--- src/rtl/sram_ctrl_pkg.sv ---
// Shared definitions for the SRAM initiator controller and the SRAM instance it drives.
package sram_ctrl_pkg;

  localparam int SRAM_ADDR_W = 8;
  localparam int SRAM_DATA_W = 8;
  localparam int SRAM_DEPTH  = 8;

  typedef enum logic [2:0] {
    S_IDLE = 3'd0,
    S_WR   = 3'd1,
    S_RD   = 3'd2,
    S_CAP  = 3'd3,
    S_RSP  = 3'd4,
    S_INIT = 3'd5
  } state_t;

endpackage

--- src/rtl/sram_ctrl.sv ---
// Single-port SRAM initiator: one SRAM access per request, read data returned on a valid/ready channel.
// Optional power-up fill sweep enabled by defining SRAM_CTRL_INIT_EN.
//
//   state | meaning
//   IDLE  | ready for a request
//   WR    | SRAM write strobe asserted
//   RD    | SRAM read strobe asserted
//   CAP   | capture registered SRAM read data
//   RSP   | response held until rsp_ready
//   INIT  | fill sweep writing INIT_VALUE (SRAM_CTRL_INIT_EN only)
module sram_ctrl
  import sram_ctrl_pkg::*;
#(
  parameter int              ADDR       = SRAM_ADDR_W,
  parameter int              DATA       = SRAM_DATA_W,
  parameter int              DEPTH      = SRAM_DEPTH,
  parameter logic [DATA-1:0] INIT_VALUE = '0
) (
  input  logic            clk,
  input  logic            rst,
  input  logic            req_valid,
  output logic            req_ready,
  input  logic            req_we,
  input  logic [ADDR-1:0] req_addr,
  input  logic [DATA-1:0] req_wdata,
  output logic            rsp_valid,
  input  logic            rsp_ready,
  output logic [DATA-1:0] rsp_rdata,
  output logic            rsp_err,
  output logic            wr_err,
  output logic            init_busy,
  output logic            sram_cs,
  output logic            sram_we,
  output logic            sram_rd,
  output logic [ADDR-1:0] sram_addr,
  output logic [DATA-1:0] sram_din,
  input  logic [DATA-1:0] sram_dout
);

  localparam logic [ADDR:0] DEPTH_X = (ADDR+1)'(DEPTH);

  state_t          state, state_nx;
  logic            addr_ok;
  logic            cs_nx, we_nx, rd_nx;
  logic [ADDR-1:0] addr_nx;
  logic [DATA-1:0] din_nx, rdata_nx;
  logic            rvalid_nx, rerr_nx, wr_err_nx;

`ifdef SRAM_CTRL_INIT_EN
  localparam state_t RST_STATE = S_INIT;
  logic [ADDR:0] init_cnt;
  logic          init_run;

  assign init_run = (state == S_INIT) && (init_cnt != DEPTH_X);

  always_ff @(posedge clk) begin
    if (rst) begin
      init_cnt  <= '0;
      init_busy <= 1'b0;
    end else begin
      init_busy <= init_run;
      if (init_run) init_cnt <= init_cnt + 1'b1;
    end
  end
`else
  localparam state_t RST_STATE = S_IDLE;
  logic unused_init;

  assign unused_init = ^INIT_VALUE;
  assign init_busy   = 1'b0;
`endif

  assign addr_ok = {1'b0, req_addr} < DEPTH_X;
  // Held low during reset so nothing can look accepted while rst is asserted.
  assign req_ready = (state == S_IDLE) && !rst;

  always_ff @(posedge clk) begin
    if (rst) begin
      state     <= RST_STATE;
      sram_cs   <= 1'b0;
      sram_we   <= 1'b0;
      sram_rd   <= 1'b0;
      sram_addr <= '0;
      sram_din  <= '0;
      rsp_valid <= 1'b0;
      rsp_rdata <= '0;
      rsp_err   <= 1'b0;
      wr_err    <= 1'b0;
    end else begin
      state     <= state_nx;
      sram_cs   <= cs_nx;
      sram_we   <= we_nx;
      sram_rd   <= rd_nx;
      sram_addr <= addr_nx;
      sram_din  <= din_nx;
      rsp_valid <= rvalid_nx;
      rsp_rdata <= rdata_nx;
      rsp_err   <= rerr_nx;
      wr_err    <= wr_err_nx;
    end
  end

  always_comb begin
    state_nx = state;
    case (state)
      S_IDLE: begin
        if (req_valid) begin
          if (req_we) state_nx = addr_ok ? S_WR : S_IDLE;
          else        state_nx = addr_ok ? S_RD : S_RSP;
        end
      end
      S_WR:  state_nx = S_IDLE;
      S_RD:  state_nx = S_CAP;
      S_CAP: state_nx = S_RSP;
      S_RSP: if (rsp_ready) state_nx = S_IDLE;
`ifdef SRAM_CTRL_INIT_EN
      S_INIT: if (init_cnt == DEPTH_X) state_nx = S_IDLE;
`endif
      default: state_nx = S_IDLE;
    endcase
  end

  // Strobes are single-cycle pulses; everything else holds unless a state updates it.
  always_comb begin
    cs_nx     = 1'b0;
    we_nx     = 1'b0;
    rd_nx     = 1'b0;
    addr_nx   = sram_addr;
    din_nx    = sram_din;
    rvalid_nx = rsp_valid;
    rdata_nx  = rsp_rdata;
    rerr_nx   = rsp_err;
    wr_err_nx = wr_err;
    case (state)
      S_IDLE: begin
        if (req_valid) begin
          if (req_we) begin
            if (addr_ok) begin
              addr_nx = req_addr;
              din_nx  = req_wdata;
              cs_nx   = 1'b1;
              we_nx   = 1'b1;
            end else begin
              wr_err_nx = 1'b1;
            end
          end else if (addr_ok) begin
            addr_nx = req_addr;
            cs_nx   = 1'b1;
            rd_nx   = 1'b1;
          end else begin
            rvalid_nx = 1'b1;
            rerr_nx   = 1'b1;
            rdata_nx  = '0;
          end
        end
      end
      S_CAP: begin
        rdata_nx  = sram_dout;
        rerr_nx   = 1'b0;
        rvalid_nx = 1'b1;
      end
      S_RSP: if (rsp_ready) rvalid_nx = 1'b0;
`ifdef SRAM_CTRL_INIT_EN
      S_INIT: begin
        if (init_run) begin
          cs_nx   = 1'b1;
          we_nx   = 1'b1;
          addr_nx = init_cnt[ADDR-1:0];
          din_nx  = INIT_VALUE;
        end
      end
`endif
      default: ;
    endcase
  end

endmodule

--- config.mk ---
export PLATFORM = sky130hd
export DESIGN_NAME = sram_ctrl
export DESIGN_NICKNAME = d
export VERILOG_FILES = /design/src/rtl/sram_ctrl_pkg.sv /design/src/rtl/sram_ctrl.sv
export SDC_FILE = /design/constraint.sdc
export NUM_CORES = 1
export LEC_CHECK = 0
export ABC_AREA = 1
export CORE_MARGIN = 5
export CORE_UTILIZATION = 41
export CTS_CLUSTER_DIAMETER = 150
export DETAILED_ROUTE_END_ITERATION = 6
export PLACE_DENSITY_LB_ADDON = 0.12
export SKIP_CTS_REPAIR_TIMING = 1
export SLEW_MARGIN = 30
export SYNTH_ARGS = -nofsm -noshare
export SYNTH_HDL_FRONTEND = slang
export SYNTH_SLANG_ARGS = --single-unit
export TNS_END_PERCENT = 5
--- constraint.sdc ---
create_clock -name clk -period 1.96 [get_ports clk]
set_clock_uncertainty 0.2 [all_clocks]
set_input_delay 0.49 -clock clk [delete_from_list [all_inputs] [get_ports clk]]
set_output_delay 0.49 -clock clk [all_outputs]
set_load 0.005 [all_outputs]
* Yosys cells after proc, flatten, opt, wreduce, memory -nomap -nowiden
Index checks and enable logic that the tools add are counted.
** Word-level totals
- Input bits :: 29
- Word-level logic and storage cells :: 53
- Flip-flop bits (word level) :: 33
- Output and inout port bits :: 32
** Operators by class
- Order comparisons :: 1
- Mux-type cells :: 17
- Bitwise gates (word level) :: 4
- Equal/unequal tests :: 7
- Reductions and logical operators :: 14
** Operators with widths (count)
- $mux 8 :: 3
- $pmux 8 s2 :: 1
- $mux 3 :: 4
- $pmux 3 s4 :: 1
- $reduce_and 4->1 :: 3
- $lt 8x4->1 const B :: 1
- $ne 2x2->1 const B :: 4
- $reduce_or 4->1 :: 2
- $eq 3x2->1 const B :: 2
- $mux 1 :: 6
- $reduce_and 5->1 :: 1
- $not 1->1 :: 4
- $eq 3x3->1 const B :: 1
- $logic_not 3->1 :: 1
- $pmux 1 s3 :: 1
- $reduce_and 3->1 :: 1
- $reduce_bool 3->1 :: 1
- $reduce_or 3->1 :: 1
- $pmux 1 s2 :: 1
- $reduce_and 2->1 :: 1
- $reduce_bool 2->1 :: 1
- $logic_and 1x1->1 :: 1
- $logic_not 1->1 :: 1

* Longest topological paths before layout
Gate-level depths: netlist of the first run.
- Depth after elaboration :: 5
- Gate-level depth with buffers :: 9
- Mapped depth without buffers :: 8

* Worst setup path after synthesis of the first run
Ideal clock, no wire load.
- Kind :: in2reg
- From :: input req_addr[7]
- To :: register sram_addr[0]
- Path buffers :: 1
- Stages :: 8
- Data required time :: 1647 ps
- Setup slack :: 346 ps
- Setup time :: 113 ps
- Arrival :: 1301 ps
- Cell sequence :: or2_4 nor2_8 nand2_4 nor2_4 buf_6 nand2_1 nand2_1 nor2_1
** On the way
- Cells in the longest elaborated chain, start to end :: 2
** Ends and longest elaborated chain
- from (decl) :: RTL line sram_ctrl.sv:24 : input logic [ADDR-1:0] req_addr,
- $lt 8x4->1 :: RTL line sram_ctrl.sv:73 : assign addr_ok = {1'b0, req_addr} < DEPTH_X;
- $reduce_and 3->1 (no source line)
- to (signal assigned) :: RTL line sram_ctrl.sv:94 : sram_addr <= addr_nx;
- to (decl) :: RTL line sram_ctrl.sv:35 : output logic [ADDR-1:0] sram_addr,
No other way between the ends.
A chain may end at the register's enable or synchronous reset.

* Final worst setup path of the first run
- From :: input rst
- To :: output req_ready
** On the way
- Cells in the longest elaborated chain, start to end :: 2
** Ends and longest elaborated chain
- from (decl) :: RTL line sram_ctrl.sv:20 : input logic rst,
- $logic_not 1->1 :: RTL line sram_ctrl.sv:75 : assign req_ready = (state == S_IDLE) && !rst;
- $logic_and 1x1->1 :: RTL line sram_ctrl.sv:75
- to (decl) :: RTL line sram_ctrl.sv:22 : output logic req_ready,
No other way between the ends.

==> reports/qor.csv, run 1 <==
metric,value,unit
drtIter0Drc,69,
drt_first_pass_iters,4,
cts_sinks,33,
fin_util,0.660,
critPathLaunch,rst,
cts_buffers,5,
yosysTopAreaCellShare,0.476,
vias_per_cell,4.43,
drv_cap,0,
core,3310,um^2
hp-class,reg2reg,
r2r_setup_slack,0.41,ns
grt_max_degree,12,
num_io_pins,61,
cts_tree,built,
clock_latency,0.32,ns
ant_nets,0,
cts-root-buf,clkbuf_4,
path_clk_slew,0.09,ns
grt_pass1_vias,1236,
post-route-drc-count,0,
diodes,0,
placed_cell_area,2110,um^2
cp-end-kind,output pin,
hold_start,sram_addr[3]$_SDFFE_PP0P_,
fmax,0.532,GHz
final_cell_area,2190,um^2
setup_slack,0.0798,ns
drive_gt1_frac,0.130,
die_y,68.2,um
die_area,4650,um^2
die_w,68.2,um
fp-row-count,21,
place.port_buffers,59,
initial_core_util,0.419,
final.setup.tns,0,ns
status,finished clean,
start_kind,input port,
area_delta_synth_final,57.5,%
grt.total_usage,0.154,
final-hold-violation-count,0,
synthTopCellsByArea,"dfxtp_1 (48%), nor2_1 (13%), nand2_1 (9.7%)",
setup_viol,0,
critPathKind,in2out,
min_period,1.88,ns
whs,0.246,ns
r2r_start,state[2]$_SDFFE_PP0P_,
wl_per_cell,10.3,um
p_leak,0.950,nW
routabilityCongestion,0.832,
reg2reg_depth,8,
antenna_found_initial,0,
hold_path_end,sram_addr[3]$_SDFFE_PP0P_,
avgSynthCellArea,7.42,um^2
rsz0062_at_grt,no,
wl,3160,um
netlist-cell-type-count,27,
synth_seq_cells,33,
r2r-end,rsp_rdata[3]$_SDFFE_PP0P_,
synth_fp_nets,216,
finalMaxSlewViolations,0,
htreeDepth,2,
clockBufferDepth,2,
ys_seq_area_frac,0.476,
synth_top_area_cell,dfxtp_1,
worst_ep_arrival_time,1.19,ns
grt_first_pass_wirelength,5290,um
nets,290,
timing.final.crit_share,0.959,
crit_fanout,2,
nFillCells,308,
hold_depth,2,
vias,1359,
cp_data_required_time,1.27,ns
overflow,0,
power_density,756,nW/um^2
netlist_area,1390,um^2
peakVddDrop,0.438,mV
syn_inst,187,
pre_cts_ws,-0.305,ns
synth_warnings,0,
hpwlAfterDp,2530,um
layout make-up:
cell class,count,area [um^2],share of cell area
Multi-Input combinational cell,130,617,0.282
Clock buffer,5,37.5,0.0172
Tap cell,46,57.6,0.0263
Clock inverter,2,35.0,0.0160
Timing Repair Buffer,73,711,0.325
Inverter,18,67.6,0.0309
Sequential cell,33,661,0.302
how the worst max path moves through the flow:
| stage | slack [ns] | to | cells after the start |
|---|---|---|---|
| 5_1_grt | 0.02 | req_ready | 3 |
| 4_1_cts | -0.31 | req_ready | 3 |
| 6_report | 0.08 | req_ready | 3 |
| 2_1_floorplan | 0.35 | sram_addr[0]$_SDFFE_PP0P_ | 8 |
| 3_5_place_dp | -0.31 | req_ready | 3 |
| 3_3_place_gp | -0.31 | req_ready | 3 |
worst max-delay path, stage by stage:
cell and delay [ns]:
clkdlybuf4s50_1 0.50, nor2_1 0.05, dlymetal6s2s_1 0.15
report_power, final:
part | leakage (nW) | internal (W) | switching (W) | total, W
logic | 0.641 | 0.000230 | 0.000204 | 0.000434
registers | 0.268 | 0.000715 | 0.0000274 | 0.000742
clock network | 0.0410 | 0.000260 | 0.000218 | 0.000478
total | 0.950 | 0.00120 | 0.000449 | 0.00165
cell usage in the layout, fill, tap and decap left out, drive strengths merged:
| cell type | count |
|---|---|
| clkdlybuf4s50 | 58 |
| nor2 | 51 |
| nand2 | 40 |
| dfxtp | 33 |
| inv | 16 |
| buf | 14 |
| o21ai | 9 |
| nand3 | 9 |
| nand4 | 8 |
| a21oi | 5 |
| clkbuf | 5 |
| clkinv | 3 |
| nor3 | 2 |
| nor3b | 2 |
| or2 | 1 |
| o211ai | 1 |
| a31oi | 1 |
| conb | 1 |
| bufinv | 1 |
| dlymetal6s2s | 1 |
kinds of logic after synthesis:
logic type             Yosys count  share of synthesized area
AO/OA/AOI/OAI                   16                     0.0604
buffers and inverters           24                     0.0794
AND/OR/NAND/NOR                113                      0.381
flip-flops                      33                      0.476
other                            1                    0.00270
metrics by stage:
stage	std cells	power, W
global route	307	0.00176
global placement	300	0.00119
CTS	307	0.00168
floorplan	187	0.000986
detailed placement	300	0.00120
finish	307	0.00165
layer usage:
layer	GRT usage	vias to the layer above	wire length, um	share of wire
li1	-	734	-	-
met2	0.247	39	1420	0.45
met1	0.185	579	1410	0.45
met5	0	-	0	0
met4	0.0819	0	70	0.022
met3	0.0443	7	252	0.080
state kept, by name, indices dropped and copies added, names as in the netlist:
register / cells
wr_err: 1
state: 3
rsp_err: 1
rsp_rdata: 8
sram_din: 8
sram_we: 1
sram_addr: 8
sram_cs: 1
rsp_valid: 1
sram_rd: 1
synth_stat cells:
cell and count:
a21oi_1 5, a31oi_1 1, buf_2 1, buf_4 1, buf_6 2, clkbuf_1 2, clkinv_1 2, conb_1 1
dfxtp_1 33, inv_1 14, inv_2 2, nand2_1 36, nand2_2 3, nand2_4 1, nand3_1 7, nand3_2 2
nand4_1 8, nor2_1 47, nor2_2 1, nor2_4 2, nor2_8 1, nor3_1 2, nor3b_1 2, o211ai_1 1
o21ai_0 8, o21ai_1 1, or2_4 1
(Power assumes the default switching activity.)
==> run 2: changes to the inputs <==
==> constraint.sdc (replaced) <==
create_clock -name clk -period 1.96 [get_ports clk]
set_clock_uncertainty 0.2 [all_clocks]
set_input_delay 0.49 -clock clk [delete_from_list [all_inputs] [get_ports clk]]
set_output_delay 0.49 -clock clk [all_outputs]
set_load 0.01 [all_outputs]
==> run 2 against run 1 <==
Against the previous run:
- critical path depth fell by 2
- setup slack got worse by 0.019 ns
- sequential share of layout area up 0.21 points
- largest power group unchanged
- final cell count unchanged
- maximum frequency shrank 1.0%
- via count is 0.44% higher
- routed wire length up 1.1%
- critical endpoint is now sram_addr[6]
==> reports/qor.csv, run 2 (synthesis gave the netlist of run 1 again) <==
metric,value,unit,change
drive_gt1_frac,0.130,,unchanged
die_w,68.2,um,unchanged
grt_max_degree,12,,unchanged
final_cell_mix,"clkdlybuf4s50_1 (54), nor2_1 (47), nand2_1 (36)",,"was clkdlybuf4s50_1 (58), nor2_1 (47), nand2_1 (36)"
timing.final.crit_share,0.969,,was 0.959
overflow,0,,unchanged
clockPowerShare,0.238,,was 0.289
largest_registers,"rsp_rdata x8, sram_addr x8, sram_din x8",,unchanged
area_delta_synth_final,56.4,%,was 57.5%
fp-row-count,21,,unchanged
placed_cells,300,,unchanged
hp-class,reg2reg,,unchanged
finalMaxSlewViolations,0,,unchanged
cts_tree,built,,unchanged
hpwlAfterDp,2510,um,was 2530 um
hold_depth,2,,unchanged
r2r_start,state[2]$_SDFFE_PP0P_,,unchanged
wl,3190,um,was 3160 um
path_clk_slew,0.09,ns,about the same
htreeDepth,2,,unchanged
pre_cts_ws,-0.340,ns,was -0.305 ns
gr-usage-met1,0.190,,was 0.185
routabilityCongestion,0.831,,was 0.832
cpLargestDelayFamily,buffers and inverters,,unchanged
final-hold-violation-count,0,,unchanged
setup_viol,0,,unchanged
start_kind,register,,was input port
r2r_setup_slack,0.39,ns,was 0.41 ns
nets,290,,unchanged
rsz0062_at_grt,no,,unchanged
drt_first_pass_iters,4,,unchanged
p_int,0.00111,W,was 0.00120 W
num_io_pins,61,,unchanged
p_leak,0.995,nW,was 0.950 nW
reg2reg_depth,8,,unchanged
cp-end-kind,output pin,,unchanged
critical-path-max-stage-delay,0.54,ns,was 0.50 ns
hold_start,sram_addr[7]$_SDFFE_PP0P_,,was sram_addr[3]$_SDFFE_PP0P_
die_y,68.2,um,unchanged
worst_ep_arrival_time,1.21,ns,was 1.19 ns
cp_data_required_time,1.27,ns,about the same
fmax,0.527,GHz,was 0.532 GHz
clockBufferDepth,2,,unchanged
use_met2,0.242,,was 0.247
setup_slack,0.0607,ns,was 0.0798 ns
antenna_found_initial,0,,unchanged
core,3310,um^2,unchanged
wl_per_cell,10.4,um,was 10.3 um
drtIter0Drc,63,,was 69
cts_sinks,33,,unchanged
min_period,1.90,ns,was 1.88 ns
drv_cap,0,,unchanged
ant_nets,0,,unchanged
pwr-share-seq,0.475,,was 0.449
slowest_stage,clkdlybuf4s50_1,,unchanged
initial_core_util,0.419,,unchanged
p_switching,0.000454,W,was 0.000449 W
status,finished clean,,unchanged
grt_pass1_vias,1180,,was 1236
clock_latency,0.32,ns,about the same
cts-root-buf,clkbuf_4,,unchanged
r2r-end,rsp_rdata[4]$_SDFFE_PP0P_,,was rsp_rdata[3]$_SDFFE_PP0P_
diodes,0,,unchanged
critPathKind,reg2out,,was in2out
cts_buffers,5,,unchanged
grt.total_usage,0.155,,was 0.154
crit_fanout,2,,unchanged
cp_num_buf_inv,1,,was 2
vias_per_cell,4.45,,was 4.43
hold_path_end,sram_addr[7]$_SDFFE_PP0P_,,was sram_addr[3]$_SDFFE_PP0P_
comb_power_share,0.287,,was 0.262
vias,1365,,was 1359
grt_first_pass_wirelength,5280,um,was 5290 um
switching_share,0.290,,was 0.272
grtUsageMet3,0.0624,,was 0.0443
power_density,720,nW/um^2,was 756 nW/um^2
busiest_layer,met2,,unchanged
final_common_cell,clkdlybuf4s50_1,,unchanged
crit_chain,clkdlybuf4s50_1,,"was clkdlybuf4s50_1, nor2_1, dlymetal6s2s_1"
post-route-drc-count,0,,unchanged
place.port_buffers,59,,unchanged
peakVddDrop,0.410,mV,was 0.438 mV
stdcell_count,307,,unchanged
die_area,4650,um^2,unchanged
run 2: cell count changes in the layout (fill, tap and decap cells not counted):
| cell | change |
|---|---|
| bufinv_16 | -1 |
| clkbuf_1 | +1 |
| clkbuf_2 | +1 |
| clkbuf_8 | +1 |
| clkdlybuf4s50_1 | -4 |
| clkinv_2 | -1 |
| dlymetal6s2s_1 | +3 |
run 2: area by class of cell:
cell class | instances | area (um^2)
Clock buffer | 7 | 55.1
Fill cell | 322 | 1140
Inverter | 18 | 67.6
Multi-Input combinational cell | 130 | 617
Sequential cell | 33 | 661
Tap cell | 46 | 57.6
Timing Repair Buffer | 73 | 713
run 2: metal layers:
| metal | wire length (um) | share of wire |
|---|---|---|
| met4 | 48 | 0.015 |
| met5 | 0 | 0 |
| met3 | 242 | 0.076 |
| met1 | 1420 | 0.44 |
| met2 | 1480 | 0.46 |
run 2: stage by stage:
stage / setup TNS, ns / area, um^2 / hold WS (ns) / utilization / power, W
floorplan: 0 / 1390 / 0.270 / - / 0.00100
global placement: -2.81 / 2110 / 0.229 / 0.638 / 0.00121
detailed placement: -3.40 / 2110 / 0.236 / 0.638 / 0.00121
CTS: -0.343 / 2170 / 0.249 / 0.654 / 0.00159
global route: 0 / 2170 / 0.271 / 0.656 / 0.00168
finish: 0 / 2170 / 0.246 / 0.656 / 0.00156
run 2: worst max path at each step:
stage	startpoint	endpoint	slack, ns	cells past startpoint
4_1_cts	rst	req_ready	-0.34	3
3_5_place_dp	rst	req_ready	-0.34	3
5_1_grt	rsp_rdata[0]$_SDFFE_PP0P_	rsp_rdata[0]	0.002	1
3_3_place_gp	rst	req_ready	-0.35	3
2_1_floorplan	req_addr[7]	sram_addr[0]$_SDFFE_PP0P_	0.35	8
6_report	sram_addr[6]$_SDFFE_PP0P_	sram_addr[6]	0.06	1
run 2: power by group through the flow:
stage | Sequential (W) | Combinational (W) | Clock [W]
finish | 0.000742 | 0.000448 | 0.000373
global route | 0.000749 | 0.000508 | 0.000424
CTS | 0.000744 | 0.000460 | 0.000389
detailed placement | 0.000759 | 0.000455 | 0
global placement | 0.000757 | 0.000452 | 0
floorplan | 0.000774 | 0.000228 | 0
